[config.mk]
export PLATFORM = sky130hd
export DESIGN_NAME = phase_sweep_ctrl
export DESIGN_NICKNAME = d
export VERILOG_FILES = /design/src/rtl/phase_sweep_ctrl.sv
export SDC_FILE = /design/constraint.sdc
export NUM_CORES = 1
export LEC_CHECK = 0
export ABC_AREA = 1
export BUFFER_PORTS_ARGS = -buffer_cell sky130_fd_sc_hd__buf_2
export CAP_MARGIN = 25
export CELL_PAD_IN_SITES_DETAIL_PLACEMENT = 1
export CELL_PAD_IN_SITES_GLOBAL_PLACEMENT = 2
export CORE_MARGIN = 2
export CORE_UTILIZATION = 36
export DETAILED_ROUTE_END_ITERATION = 8
export PLACE_DENSITY_LB_ADDON = 0.08
export SETUP_SLACK_MARGIN = 0.05
export SLEW_MARGIN = 20
export SYNTH_ARGS = -nofsm -noshare
export SYNTH_HDL_FRONTEND = slang
export SYNTH_SLANG_ARGS = --single-unit
[constraint.sdc]
create_clock -name clk -period 4.5 [get_ports clk]
set_clock_uncertainty 0.15 [all_clocks]
set_input_delay 0.675 -clock clk [delete_from_list [all_inputs] [get_ports clk]]
set_output_delay 0.675 -clock clk [all_outputs]
set_load 0.03 [all_outputs]
[src/rtl/phase_sweep_ctrl.sv]
// ---------------------------------------------------------------------------
// phase_sweep_ctrl
//
// Receive-phase acquisition controller for the QPSK link. Steps the rx
// sampling phase through all UPSAMPLE candidates. For each candidate it
// first lets the receive pipeline settle for SETTLE_SYMS symbols. It then
// counts reference/received bit disagreements over a window of
// 2^WINDOW_LOG2 symbols. At the end of the sweep it parks on the phase
// with the fewest errors.
//
// Optional feature macro: PHASE_TRACK_EN
//   defined   - while locked, keep measuring back-to-back windows on the
//               held phase; a window with more than THRESH errors drops
//               lock and relaunches the full sweep on its own.
//   undefined - the locked state is static until start or rst.
//
// Ports
//   clk        in   system clock
//   rst        in   synchronous active-high reset
//   enable     in   symbol strobe, one cycle per symbol
//   start      in   sweep request (level, sampled every cycle)
//   sx         in   reference PRBS bit, delay-matched to dx
//   dx         in   demodulated bit
//   phase      out  sampling phase to the receiver
//   ber_rst    out  one-cycle clear pulse for the downstream BER monitor
//   busy       out  sweep in progress
//   done       out  one-cycle pulse when a sweep completes
//   locked     out  best window error count <= THRESH
//   best_errs  out  error count of the selected phase
// ---------------------------------------------------------------------------
module phase_sweep_ctrl #(
   parameter int UPSAMPLE    = 4,
   parameter int PH_W        = 2,
   parameter int WINDOW_LOG2 = 10,
   parameter int SETTLE_SYMS = 8,
   parameter int THRESH      = 0,
   parameter int CNT_W       = WINDOW_LOG2 + 1
) (
   input  logic             clk,
   input  logic             rst,
   input  logic             enable,
   input  logic             start,
   input  logic             sx,
   input  logic             dx,
   output logic [PH_W-1:0]  phase,
   output logic             ber_rst,
   output logic             busy,
   output logic             done,
   output logic             locked,
   output logic [CNT_W-1:0] best_errs
);

   typedef enum logic [2:0] {IDLE, SETTLE, MEASURE, EVAL, LOCK} state_t;

   localparam logic [PH_W-1:0]  LAST_PHASE  = PH_W'(UPSAMPLE - 1);
   localparam logic [7:0]       SETTLE_LAST = 8'(SETTLE_SYMS - 1);
   localparam logic [CNT_W-1:0] THRESH_C    = CNT_W'(THRESH);
   localparam logic [CNT_W-1:0] ERR_MAX     = '1;

   state_t                 state, state_nx;
   logic [PH_W-1:0]        phase_nx, best_phase, best_phase_nx, cand_phase;
   logic [CNT_W-1:0]       best_errs_nx, err_cnt, err_cnt_nx, err_inc, cand_errs;
   logic [WINDOW_LOG2-1:0] sym_cnt, sym_cnt_nx;
   logic [7:0]             settle_cnt, settle_cnt_nx;
   logic                   ber_rst_nx, busy_nx, done_nx, locked_nx;
   logic                   window_end, restart;

   // The error counter saturates instead of wrapping, so a pathological
   // window can never look better than it really was.
   assign err_inc    = (err_cnt == ERR_MAX) ? err_cnt : err_cnt + CNT_W'(sx ^ dx);
   // The strobe that fills the last slot of a window is still counted.
   assign window_end = enable && (&sym_cnt);

   // Candidate for the best-so-far after the window just finished. The
   // comparison is strict, so on a tie the earlier (lower) phase stays.
   always_comb begin
      cand_errs  = best_errs;
      cand_phase = best_phase;
      if (err_cnt < best_errs) begin
         cand_errs  = err_cnt;
         cand_phase = phase;
      end
   end

   // Next-state and next-output logic. Every output is computed here as a
   // next value and then registered. A restart request from IDLE or LOCK is
   // collected in 'restart' and applied after the case statement, so the
   // sweep launch looks the same wherever it comes from.
   always_comb begin
      state_nx      = state;
      phase_nx      = phase;
      best_phase_nx = best_phase;
      best_errs_nx  = best_errs;
      err_cnt_nx    = err_cnt;
      sym_cnt_nx    = sym_cnt;
      settle_cnt_nx = settle_cnt;
      locked_nx     = locked;
      ber_rst_nx    = 1'b0;
      done_nx       = 1'b0;
      restart       = 1'b0;

      case (state)
         IDLE: begin
            restart = start;
         end

         SETTLE: begin
            if (enable) begin
               if (settle_cnt == SETTLE_LAST) begin
                  state_nx   = MEASURE;
                  err_cnt_nx = '0;
                  sym_cnt_nx = '0;
               end else begin
                  settle_cnt_nx = settle_cnt + 8'd1;
               end
            end
         end

         MEASURE: begin
            if (enable) begin
               err_cnt_nx = err_inc;
               sym_cnt_nx = sym_cnt + WINDOW_LOG2'(1);
               if (window_end) begin
                  state_nx = EVAL;
               end
            end
         end

         EVAL: begin
            best_errs_nx  = cand_errs;
            best_phase_nx = cand_phase;
            ber_rst_nx    = 1'b1;
            if (phase == LAST_PHASE) begin
               state_nx   = LOCK;
               phase_nx   = cand_phase;
               locked_nx  = (cand_errs <= THRESH_C);
               done_nx    = 1'b1;
               err_cnt_nx = '0;
               sym_cnt_nx = '0;
            end else begin
               state_nx      = SETTLE;
               phase_nx      = phase + PH_W'(1);
               settle_cnt_nx = '0;
            end
         end

         LOCK: begin
            restart = start;
`ifdef PHASE_TRACK_EN
            if (enable) begin
               err_cnt_nx = err_inc;
               sym_cnt_nx = sym_cnt + WINDOW_LOG2'(1);
               if (window_end) begin
                  err_cnt_nx = '0;
                  if (err_inc > THRESH_C) begin
                     restart = 1'b1;
                  end
               end
            end
`endif
         end

         default: begin
            state_nx = IDLE;
         end
      endcase

      if (restart) begin
         state_nx      = SETTLE;
         phase_nx      = '0;
         best_errs_nx  = '1;
         best_phase_nx = '0;
         settle_cnt_nx = '0;
         locked_nx     = 1'b0;
         ber_rst_nx    = 1'b1;
      end

      busy_nx = (state_nx == SETTLE) || (state_nx == MEASURE) || (state_nx == EVAL);
   end

   // State and output registers. Reset wins over everything else.
   always_ff @(posedge clk) begin
      if (rst) begin
         state      <= IDLE;
         phase      <= '0;
         best_phase <= '0;
         best_errs  <= '0;
         err_cnt    <= '0;
         sym_cnt    <= '0;
         settle_cnt <= '0;
         ber_rst    <= 1'b0;
         busy       <= 1'b0;
         done       <= 1'b0;
         locked     <= 1'b0;
      end else begin
         state      <= state_nx;
         phase      <= phase_nx;
         best_phase <= best_phase_nx;
         best_errs  <= best_errs_nx;
         err_cnt    <= err_cnt_nx;
         sym_cnt    <= sym_cnt_nx;
         settle_cnt <= settle_cnt_nx;
         ber_rst    <= ber_rst_nx;
         busy       <= busy_nx;
         done       <= done_nx;
         locked     <= locked_nx;
      end
   end

endmodule

==> metrics.md, run 1 <==
| Metric | Value |
|---|---|
| RR Endpoint | locked |
| Worst-path clk slew | 100 ps |
| WP buf/inv | 1 |
| Final period util | 61.67% |
| Required time of the critical path | 4590 ps |
| Core ar. | 7687 um^2 |
| GRT Util Overall | 18.71% |
| Worst Hold Class | reg2reg |
| Layout Utilization | 40.66% |
| Cts hold-fix bufs | 0 |
| DRT antenna net count | 0 |
| Port bufs | 22 |
| Via/cell ratio | 4.901 |
| VDD IR max | 0.1027 mV |
| # nets final | 451 |
| Post-Route WL | 7477 um |
| Yosys Warn Count | 0 |
| WL/cell | 14.03 um |
| Crit. End Element | register |
| CP max stage cell | nor2_1 |
| Synth Area per Inst | 6.941 um^2 |
| Kind of critical path | reg2reg |
| MaxCap Viol Count | 0 |
| DP Wirelength | 5841 um |
| Syn_nets | 430 |
| Crit Path Max Fanout | 16 |
| DIE AREA | 8613 um^2 |
| Setup TNS | 0 ps |
| CP Cell Sequence | inv_1 -> ha_1 -> a21o_1 -> nor2_1 -> nand3_2 -> o21ai_0 -> nand2_1 -> nor2_1 -> nand3_1 -> a21oi_1 |
| Layout cells sized above 1 | 12.06% |
| Hold path cells | 2 |
| Final Non-Filler Cells | 533 |
| Final Critical Period | 2775 ps |
| RSZ-0062 raised after global routing | false |
| CTS tree | yes |
| Area grow syn2layout | 10.09% |
| Diodes inserted | 0 |
| Post-cts resize count | 0 |
| H-tree depth | 2 |
| Max Root-Sink Buffers | 2 |
| Top delay family on crit path | simple AND/OR/NAND/NOR gates |
| Leak | 1.397 nW |
| Fmax | 360.4 MHz |
| Std-Cell Rows | 32 |
| Global-route wire length before repair | 12,850 um |
| Worst hold endpoint | sym_cnt[9] |
| Outcome | completed |
| Cell area after synthesis | 2839 um^2 |
| Pin count of the biggest net entering global routing | 17 |
| Hold slack | 325.3 ps |
| Num CTS Buffers | 5 |
| GRT overflow | 0 |
| Least-Margin Pin Slew | 678.2 ps |
| Die X | 92.81 um |
| Clk sinks | 51 |
| Relative slew slack | 54.62% |
| Final setup violation count | 0 |
| CP max stage delay | 530 ps |
| Slew Viols, Final | 0 |
| Synth cell types | 33 |
| Sequential share of the synthesized area | 35.96% |
| DR vias | 2,612 |
| Initial drt markers | 73 |
| Fill cells | 1,039 |
| Die Y | 92.81 um |
| Cell repeated most along the worst path | nor2_1 |
| Vias in the first global route | 2,696 |
| Placed Cells | 525 |
| Min-delay src | sym_cnt[9] |
| DRC | 0 |
| R2R Path Start | best_errs[10] |
| CP startpoint kind | register |
| Mapped Cells | 409 |
| CTS Root Buffer Type | clkbuf_8 |
| Pre-antenna DRT Iters | 4 |
| Worst skew pair latency | 300 ps |
| Post-CTS Setup Repair Bufs | 0 |
| Initial core utilization | 36.93% |
| Ports | 23 |
| Initial antenna violation count | 0 |
| Placer congestion estimate | 0.8495 |
| Reg2Reg Depth | 10 |
| Critical Path AT | 2870 ps |
| Reg2reg setup slack | 1730 ps |
| FF+latch count, synth | 51 |
| Pwr dens | 284.5 nW/um^2 |
| Hold Violations, Final | 0 |
cells by family (layout without fill, tap and decap cells):
family	Yosys count	count (layout)	synth area share, %
XOR/XNOR	3	3	0.9257
buffers and inverters	89	111	11.99
AND/OR/NAND/NOR	176	176	28.60
flip-flops	51	51	35.96
adder cells (fa/ha/maj)	15	15	6.611
AO/OA/AOI/OAI	75	75	15.91
cell usage in the layout (no fill, tap or decap), types with 4 or more instances in the layout:
master / n
dfxtp_1: 51
nor3_1: 8
o21ai_0: 17
inv_1: 77
nor2_4: 4
nand4_1: 16
nand2_1: 87
o211ai_1: 11
nor2_1: 38
buf_2: 22
nand2_2: 4
inv_2: 4
ha_1: 15
a211oi_1: 6
nand3_1: 11
clkbuf_8: 5
a21oi_1: 29
routing by layer:
| metal | part of all wire, % | global-route usage [%] | wire length (um) |
|---|---|---|---|
| met1 | 47 | 22.80 | 3548 |
| met2 | 48 | 33.33 | 3625 |
| met3 | 1.9 | 3.092 | 143 |
| met4 | 2.1 | 6.127 | 159 |
| met5 | 0 | 0 | 0 |
worst reg2reg max path: cells and delay by family (launching register included):
kind                       cells  cell delay, ps
buffers and inverters          1              70
and+or+nand+nor                5            1180
AOI/OAI and AO/OA              3             640
DFF                            1             360
adders and majority gates      1             310
Yosys cell counts:
master / count / area, um^2
a211oi_1: 6 / 45.04
a21o_1: 1 / 7.510
a21oi_1: 29 / 145.1
a21oi_2: 1 / 8.760
a31o_2: 1 / 8.760
a31oi_1: 3 / 18.77
and3_1: 1 / 6.260
buf_2: 5 / 25.02
clkbuf_1: 3 / 11.26
dfxtp_1: 51 / 1021
ha_1: 15 / 187.7
inv_1: 77 / 289.0
inv_2: 4 / 15.01
nand2_1: 87 / 326.6
nand2_2: 4 / 25.02
nand3_1: 11 / 55.05
nand3_2: 3 / 30.03
nand3_4: 1 / 17.52
nand4_1: 16 / 100.1
nor2_1: 38 / 142.6
nor2_4: 4 / 45.04
nor3_1: 8 / 40.04
nor3_2: 1 / 10.01
nor3b_1: 1 / 7.510
o2111ai_1: 1 / 8.760
o211ai_1: 11 / 82.58
o21a_1: 1 / 7.510
o21ai_0: 17 / 85.08
o21ai_2: 3 / 26.28
o21bai_1: 1 / 7.510
or2_2: 1 / 6.260
xnor2_1: 1 / 8.760
xor2_1: 2 / 17.52
flip-flops by register name, indices dropped and copies added, names as in the netlist:
register and flops:
state 3, done 1, busy 1, best_errs 11, err_cnt 11, sym_cnt 10, phase 2, locked 1
ber_rst 1, best_phase 2, settle_cnt 8
how the worst max path moves through the flow:
| stage | start | end | slack [ps] | cells past startpoint |
|---|---|---|---|---|
| CTS | best_errs[10] | locked | 1750 | 10 |
| detailed placement | best_errs[10] | locked | 1780 | 10 |
| finish | best_errs[10] | locked | 1730 | 10 |
| floorplan | best_errs[10] | locked | 2340 | 11 |
| global route | best_errs[10] | locked | 1350 | 10 |
| global placement | best_errs[10] | locked | 1890 | 10 |
final cells by class:
class,count,area [um^2],share of cell area (%)
flip-flops and latches,51,1021,32.67
clock buffers,6,72.57,2.322
inverters,81,304.0,9.728
well taps,102,127.6,4.083
repair buffers,22,110.1,3.523
multi-input cells,269,1478,47.28
clock inverters,2,12.51,0.4003
power by group:
group	total, W	internal [W]	switching, W
sequential	0.000477	0.000466	0.0000114
combinational	0.000140	0.0000411	0.0000993
clock	0.000271	0.000109	0.000162
total	0.000889	0.000616	0.000273
per-stage QoR:
step,area (um^2),power [W],setup slack [ps]
after global routing,3126,0.0009433,1354
after detailed placement,3040,0.0006310,1783
final,3126,0.0008892,1725
after floorplan,2839,0.0005883,2341
after CTS,3126,0.0009063,1746
after global placement,3040,0.0006285,1894
No activity file was read; power rests on OpenSTA's default activity.
==> run 2, diff against run 1 <==
--- a/config.mk
+++ b/config.mk
@@ -5,13 +5,13 @@
 export SDC_FILE = /design/constraint.sdc
 export NUM_CORES = 1
 export LEC_CHECK = 0
-export ABC_AREA = 1
+export ABC_AREA = 0
 export BUFFER_PORTS_ARGS = -buffer_cell sky130_fd_sc_hd__buf_2
 export CAP_MARGIN = 25
 export CELL_PAD_IN_SITES_DETAIL_PLACEMENT = 1
 export CELL_PAD_IN_SITES_GLOBAL_PLACEMENT = 2
 export CORE_MARGIN = 2
-export CORE_UTILIZATION = 36
+export CORE_UTILIZATION = 33
 export DETAILED_ROUTE_END_ITERATION = 8
 export PLACE_DENSITY_LB_ADDON = 0.08
 export SETUP_SLACK_MARGIN = 0.05
==> constraint.sdc (replaced) <==
create_clock -name clk -period 2.3 [get_ports clk]
set_clock_uncertainty 0.15 [all_clocks]
set_input_delay 0.345 -clock clk [delete_from_list [all_inputs] [get_ports clk]]
set_output_delay 0.345 -clock clk [all_outputs]
set_load 0.03 [all_outputs]
==> metrics.md, run 2 <==
| Metric | Value |
|---|---|
| Outcome | completed |
| Pwr dens | 458.9 nW/um^2 (+61%) |
| Post-Route WL | 8746 um (+17%) |
| Via/cell ratio | 5.650 (+15%) |
| WL/cell | 17.81 um (+27%) |
| Crit Path Max Fanout | 6 (-10) |
| Std-Cell Rows | 33 (+3.1%) |
| Mapped Cells | 326 (-20%) |
| Sequential share of the synthesized area | 36.48% (+0.51 points) |
| Min-delay src | best_phase[0] |
| Switching pwr | 0.0005036 W (+85%) |
| Initial drt markers | 70 (-4.1%) |
| Fill cells | 958 (-7.8%) |
| Post-synth top cells | 51 x dfxtp_1, 25 x nor2_1, 23 x a21oi_1 |
| Top flop regs | best_errs x11, err_cnt x11, sym_cnt x10 |
| Synth Area per Inst | 8.586 um^2 (+24%) |
| R2R Path Start | settle_cnt[1] |
| Pre-antenna DRT Iters | 4 (unchanged) |
| Relative slew slack | 68.14% (+14 points) |
| Largest cells by area after synthesis | dfxtp_1 36%, ha_1 6.7%, nor4_1 4.2% |
| Core ar. | 8217 um^2 (+6.9%) |
| Cell area after synthesis | 2799 um^2 (-1.4%) |
| Least-Margin Pin Slew | 477.9 ps (-200.3 ps) |
| RSZ-0062 raised after global routing | true |
| Final Critical Period | 2274 ps (-500.8 ps) |
| Num CTS Buffers | 5 (unchanged) |
| Hold Violations, Final | 0 (unchanged) |
| Worst Hold Class | reg2reg |
| DIE AREA | 9234 um^2 (+7.2%) |
| GRT overflow | 0 (unchanged) |
| Worst skew pair latency | 300 ps (about the same) |
| Required time of the critical path | 2390 ps (-2200 ps) |
| Syn_nets | 347 (-19%) |
| Area grow syn2layout | 35.05% |
| Sw frac | 29.03% (-1.6 points) |
| Most frequent cells in the layout | 41 x buf_4, 39 x dfxtp_1, 24 x nor2_1 |
| Reg2reg setup slack | 30 ps (-1700 ps) |
| Reg2Reg Depth | 7 (-3) |
| Layout cells sized above 1 | 37.31% (+25 points) |
| FF+latch count, synth | 51 (unchanged) |
| CTS Root Buffer Type | clkbuf_8 |
| EDFF count, synth | 0 (unchanged) |
| Initial core utilization | 34.06% (-2.9 points) |
| Int Power | 0.001231 W (+100%) |
| Most frequent cell after synthesis | dfxtp_1 |
| Worst hold endpoint | best_phase[0] |
| Final period util | 98.88% (+37 points) |
| Leak | 1.377 nW (-1.4%) |
| Clk sinks | 51 (unchanged) |
| DRC | 0 (unchanged) |
| Vias in the first global route | 2,720 (+0.89%) |
| Placer congestion estimate | 0.7744 (-8.8%) |
| Max Root-Sink Buffers | 2 (unchanged) |
| Global-route wire length before repair | 13,880 um (+7.9%) |
| Die X | 96.10 um (+3.5%) |
| Fraction of registers with async set/reset | 0% (unchanged) |
| Synth cell types | 51 (+55%) |
| Initial antenna violation count | 0 (unchanged) |
| Slew Viols, Final | 0 (unchanged) |
| Diodes inserted | 0 (unchanged) |
| Crit. End Element | register |
| Comb pwr share | 17.0% (+1.2 points) |
| # nets final | 407 (-9.8%) |
| Area leader, netlist | dfxtp_1 |
| Critical Path AT | 2360 ps (-510 ps) |
| MaxCap Viol Count | 0 (unchanged) |
| Port bufs | 22 (unchanged) |
| Most common cell after layout, fill and taps aside | buf_4 |
| Layout Utilization | 46.00% (+5.3 points) |
| Die Y | 96.10 um (+3.5%) |
| Hold slack | 333.2 ps (+7.856 ps) |
| H-tree depth | 2 (unchanged) |
| Top FF cell, synth | dfxtp_1 |
| Final setup violation count | 0 (unchanged) |
| Hold path cells | 2 (unchanged) |
| Pin count of the biggest net entering global routing | 27 (+10) |
| CTS tree | yes |
| CP startpoint kind | register |
| Ports | 23 (unchanged) |
| Fmax | 439.7 MHz (+22%) |
| Cts hold-fix bufs | 0 (unchanged) |
| Clock Power Share | 29.5% (-1.0 points) |
| Kind of critical path | reg2reg |
| DRT antenna net count | 0 (unchanged) |
| VDD IR max | 0.2640 mV (+160%) |
| RR Endpoint | sym_cnt[9] |
| Top-area cell type share of the netlist area | 36.48% (+0.51 points) |
| DR vias | 2,774 (+6.2%) |
| GRT Util Overall | 19.16% (+0.44 points) |
| Yosys Warn Count | 0 (unchanged) |
| Setup TNS | 0 ps (unchanged) |
| DP Wirelength | 6272 um (+7.4%) |
| Sequential share of power | 53.5% (-0.2 points) |
| Worst-path clk slew | 90 ps (about the same) |
## run 2: cell count changes after synthesis, moves of 12 or more
| cell | before | now |
|---|---|---|
| nor4_1 | 0 | 19 |
| nor2_1 | 38 | 25 |
| nand2_1 | 87 | 19 |
| o31ai_1 | 0 | 12 |
| inv_1 | 77 | 14 |
| or4_1 | 0 | 12 |
| o21ai_0 | 17 | 5 |
## run 2: cell type report
| type | instances | area, um^2 | area share [%] |
|---|---|---|---|
| sequential | 51 | 1046 | 27.67 |
| tap | 105 | 131.4 | 3.476 |
| timing repair buffer | 70 | 533.0 | 14.10 |
| inverter | 14 | 52.55 | 1.390 |
| clock buffer | 7 | 76.32 | 2.019 |
| multi-input combinational | 244 | 1941 | 51.34 |
## run 2: repair_timing
action | 4_1_cts | 5_1_grt
cloned | 0 | 3
setup endpoints to repair | 11 | 27
pin swaps | 3 | 16
gates resized for setup | 3 | 57
setup buffers | 0 | 4
## run 2: metrics by stage
stage / total power (W) / setup WS [ps] / area, um^2 / cells
global placement: 0.001192 / 68.93 / 3331 / 477
CTS: 0.001709 / 18.69 / 3422 / 484
floorplan: 0.001103 / -0.3144 / 2856 / 326
detailed placement: 0.001196 / 0.9210 / 3331 / 477
finish: 0.001735 / 25.85 / 3780 / 491
global route: 0.001815 / -47.79 / 3780 / 491
## run 2: kinds of logic (layout without fill, tap and decap cells)
group | count (synthesis) | in the layout | synth area share (%)
adders and majority gates | 16 | 16 | 7.063
buffers and inverters | 31 | 91 | 4.649
muxes | 3 | 3 | 1.073
DFF | 51 | 51 | 36.48
AOI/OAI and AO/OA | 69 | 69 | 16.85
and+or+nand+nor | 144 | 144 | 30.13
xor gates and xnor gates | 12 | 12 | 3.755
## run 2: worst max path at each step
stage,startpoint,endpoint,cells after the start
after floorplan,settle_cnt[1],sym_cnt[0],9
after global placement,settle_cnt[1],sym_cnt[9],7
after detailed placement,settle_cnt[1],err_cnt[4],7
after CTS,settle_cnt[1],err_cnt[9],7
after global routing,settle_cnt[1],sym_cnt[9],7
final,settle_cnt[1],sym_cnt[9],7
## run 2: power groups by stage
stage,sequential (W),clock (W),combinational [W]
6_report,0.000927,0.000512,0.000296
5_1_grt,0.000932,0.000564,0.000320
2_1_floorplan,0.000983,0,0.000120
4_1_cts,0.000928,0.000530,0.000251
3_3_place_gp,0.000947,0,0.000245
3_5_place_dp,0.000948,0,0.000248
## run 2: critical path, stage by stage (launching register included)
cell       delay [ps]
dfxtp_4           370
ha_4              130
nor4b_4           270
a21oi_2           110
or3_4             380
clkbuf_16         180
or4_4             500
a21oi_2           120
## run 2: metal layers
metal  GRT usage [%]  wire length [um]  vias up
li1                -                 -     1361
met1           28.21              4488     1383
met2           30.03              4024       24
met3           2.114               154        6
met4           3.929                78        0
met5               0                 0        -
==> run 3, diff against run 2 <==
==> constraint.sdc (replaced) <==
create_clock -name clk -period 1.9 [get_ports clk]
set_clock_uncertainty 0.15 [all_clocks]
set_input_delay 0.285 -clock clk [delete_from_list [all_inputs] [get_ports clk]]
set_output_delay 0.285 -clock clk [all_outputs]
set_load 0.03 [all_outputs]
==> metrics.md, run 3 (synthesis gave the netlist of run 2 again) <==
| Metric | Value |
|---|---|
| Clock Power Share | 28.4% (-1.1 points) |
| Std-Cell Rows | 33 (unchanged) |
| Initial drt markers | 91 (+30%) |
| Vias in the first global route | 3,100 (+14%) |
| Top flop regs | best_errs x11, err_cnt x11, sym_cnt x10 |
| GRT Util Overall | 22.27% (+3.1 points) |
| DIE AREA | 9234 um^2 (unchanged) |
| WL/cell | 18.72 um (+5.1%) |
| Sequential share of power | 50.0% (-3.5 points) |
| Via/cell ratio | 5.598 (-0.91%) |
| Diodes inserted | 0 (unchanged) |
| Die X | 96.10 um (unchanged) |
| Max Root-Sink Buffers | 2 (unchanged) |
| Sw frac | 30.28% (+1.3 points) |
| Port bufs | 22 (unchanged) |
| Post-Route WL | 10,200 um (+17%) |
| Top delay family on crit path | simple AND/OR/NAND/NOR gates |
| Most frequent cells in the layout | 87 x buf_4, 33 x dfxtp_1, 23 x nor2_1 |
| Crit Path Max Fanout | 3 (-3) |
| Final Critical Period | 2214 ps (-60.33 ps) |
| CP max stage delay | 520 ps (+20 ps) |
| Layout cells sized above 1 | 53.64% (+16 points) |
| DP Wirelength | 6759 um (+7.8%) |
| WP buf/inv | 2 (+1) |
| Hold Violations, Final | 0 (unchanged) |
| Placer congestion estimate | 0.7890 (+1.9%) |
| VDD IR max | 0.2413 mV (-8.6%) |
| Hold slack | 299.7 ps (-33.48 ps) |
| GRT overflow | 0 (unchanged) |
| Ports | 23 (unchanged) |
| Kind of critical path | reg2reg |
| Pwr dens | 499.5 nW/um^2 (+8.8%) |
| Pin count of the biggest net entering global routing | 23 (-15%) |
| Least-Margin Pin Slew | 518.0 ps (+40.15 ps) |
| Initial core utilization | 34.06% (unchanged) |
| Die Y | 96.10 um (unchanged) |
| Crit. End Element | register |
| Most common cell after layout, fill and taps aside | buf_4 |
| R2R Path Start | settle_cnt[1] |
| MaxCap Viol Count | 0 (unchanged) |
| Area grow syn2layout | 60.13% |
| CP Cell Sequence | ha_4 -> nor4b_4 -> buf_4 -> a32oi_4 -> nand4_1 -> buf_4 -> or4_4 -> a21oi_2 |
| Worst-path clk slew | 100 ps (about the same) |
| DRT antenna net count | 0 (unchanged) |
| Switching pwr | 0.0006779 W (+35%) |
| Clk sinks | 51 (unchanged) |
| CP max stage cell | or4_4 |
| H-tree depth | 2 (unchanged) |
| Reg2reg setup slack | -310 ps (-340 ps) |
| Leak | 1.659 nW (+20%) |
| Crit path capture | settle_cnt[7] |
| Slew Viols, Final | 0 (unchanged) |
| Required time of the critical path | 1990 ps (-400 ps) |
| Core ar. | 8217 um^2 (unchanged) |
| Outcome | finished, violations left |
| Num CTS Buffers | 5 (unchanged) |
| # nets final | 460 (+13%) |
| Min-delay src | rst |
| RSZ-0062 raised after global routing | true |
| Int Power | 0.001561 W (+27%) |
| Cell repeated most along the worst path | buf_4 |
| RR Endpoint | settle_cnt[7] |
| Pre-antenna DRT Iters | 4 (unchanged) |
| DR vias | 3,051 (+10%) |
| Worst Hold Class | in2reg |
| Crit. path cell count | 8 (+1) |
| Initial antenna violation count | 0 (unchanged) |
| Worst skew pair latency | 300 ps (about the same) |
| DRC | 0 (unchanged) |
| Fmax | 451.7 MHz (+2.7%) |
| Critical Path AT | 2300 ps (-60 ps) |
| CTS Root Buffer Type | clkbuf_8 |
| Setup ws final | -313.8 ps (-339.7 ps) |
| Violated checks | setup timing |
| Design Power | 0.002239 W (+29%) |
| CP startpoint kind | register |
| Global-route wire length before repair | 15,800 um (+14%) |
| Relative slew slack | 65.46% (-2.7 points) |
| Reg2Reg Depth | 8 (+1) |
| CTS tree | yes |
| Final period util | 116.5% (+18 points) |
| Comb pwr share | 21.7% (+4.7 points) |
| Final setup violation count | 38 (+38) |
| Fill cells | 941 (-1.8%) |
| Critical Path Source | settle_cnt[1] |
[run 3: how the worst min path moves through the flow]
stage / to / cells after the start
6_report: sym_cnt[1] / 2
5_1_grt: sym_cnt[1] / 2
3_5_place_dp: best_phase[1] / 2
2_1_floorplan: best_phase[1] / 2
4_1_cts: sym_cnt[1] / 2
3_3_place_gp: best_phase[1] / 2
[run 3: worst register-to-register path, stage by stage (launching register included)]
cell and delay, ps:
dfxtp_4 360, ha_4 160, nor4b_4 130, buf_4 140
a32oi_4 230, nand4_1 150, buf_4 170, or4_4 520
a21oi_2 140
[run 3: through the flow]
step / area (um^2) / util, % / setup TNS [ps] / std cells / setup WS (ps)
final: 4482 / 54.55 / -5358 / 545 / -313.8
after global routing: 4482 / 54.55 / -8613 / 545 / -396.8
after CTS: 4262 / 51.87 / -4843 / 541 / -315.7
after detailed placement: 3855 / 46.92 / -6676 / 525 / -339.0
after global placement: 3855 / 46.92 / -5088 / 525 / -303.2
after floorplan: 3063 / - / -7771 / 326 / -399.3
[run 3: cell type report]
class	instances	area, um^2	area share, %
sequential	51	1079	24.06
timing repair buffer	122	918.4	20.49
clock inverter	3	15.01	0.3350
clock buffer	5	68.82	1.535
tap	105	131.4	2.931
multi-input combinational	245	2205	49.19
inverter	14	65.06	1.452
[run 3: power by group through the flow]
stage	Sequential (W)	Clock, W	Combinational [W]
2_1_floorplan	0.00119	0	0.000164
3_3_place_gp	0.00114	0	0.000370
3_5_place_dp	0.00114	0	0.000378
4_1_cts	0.00112	0.000659	0.000442
5_1_grt	0.00112	0.000700	0.000519
6_report	0.00112	0.000635	0.000485
[run 3: per-layer routing]
layer	vias up	track usage (%)	part of all wire, %
met4	0	4.167	0.69
li1	1471	-	-
met2	43	38.02	49
met5	-	0	0
met3	6	3.211	3.0
met1	1531	30.00	47
[run 3: what timing repair did]
item,in CTS,in global routing
resized for setup,47,41
pin swaps,24,27
hold buffers,0,0
setup endpoints to repair,39,45
buffers inserted,7,4
cloned,2,0
endpoints found under the hold margin,0,0
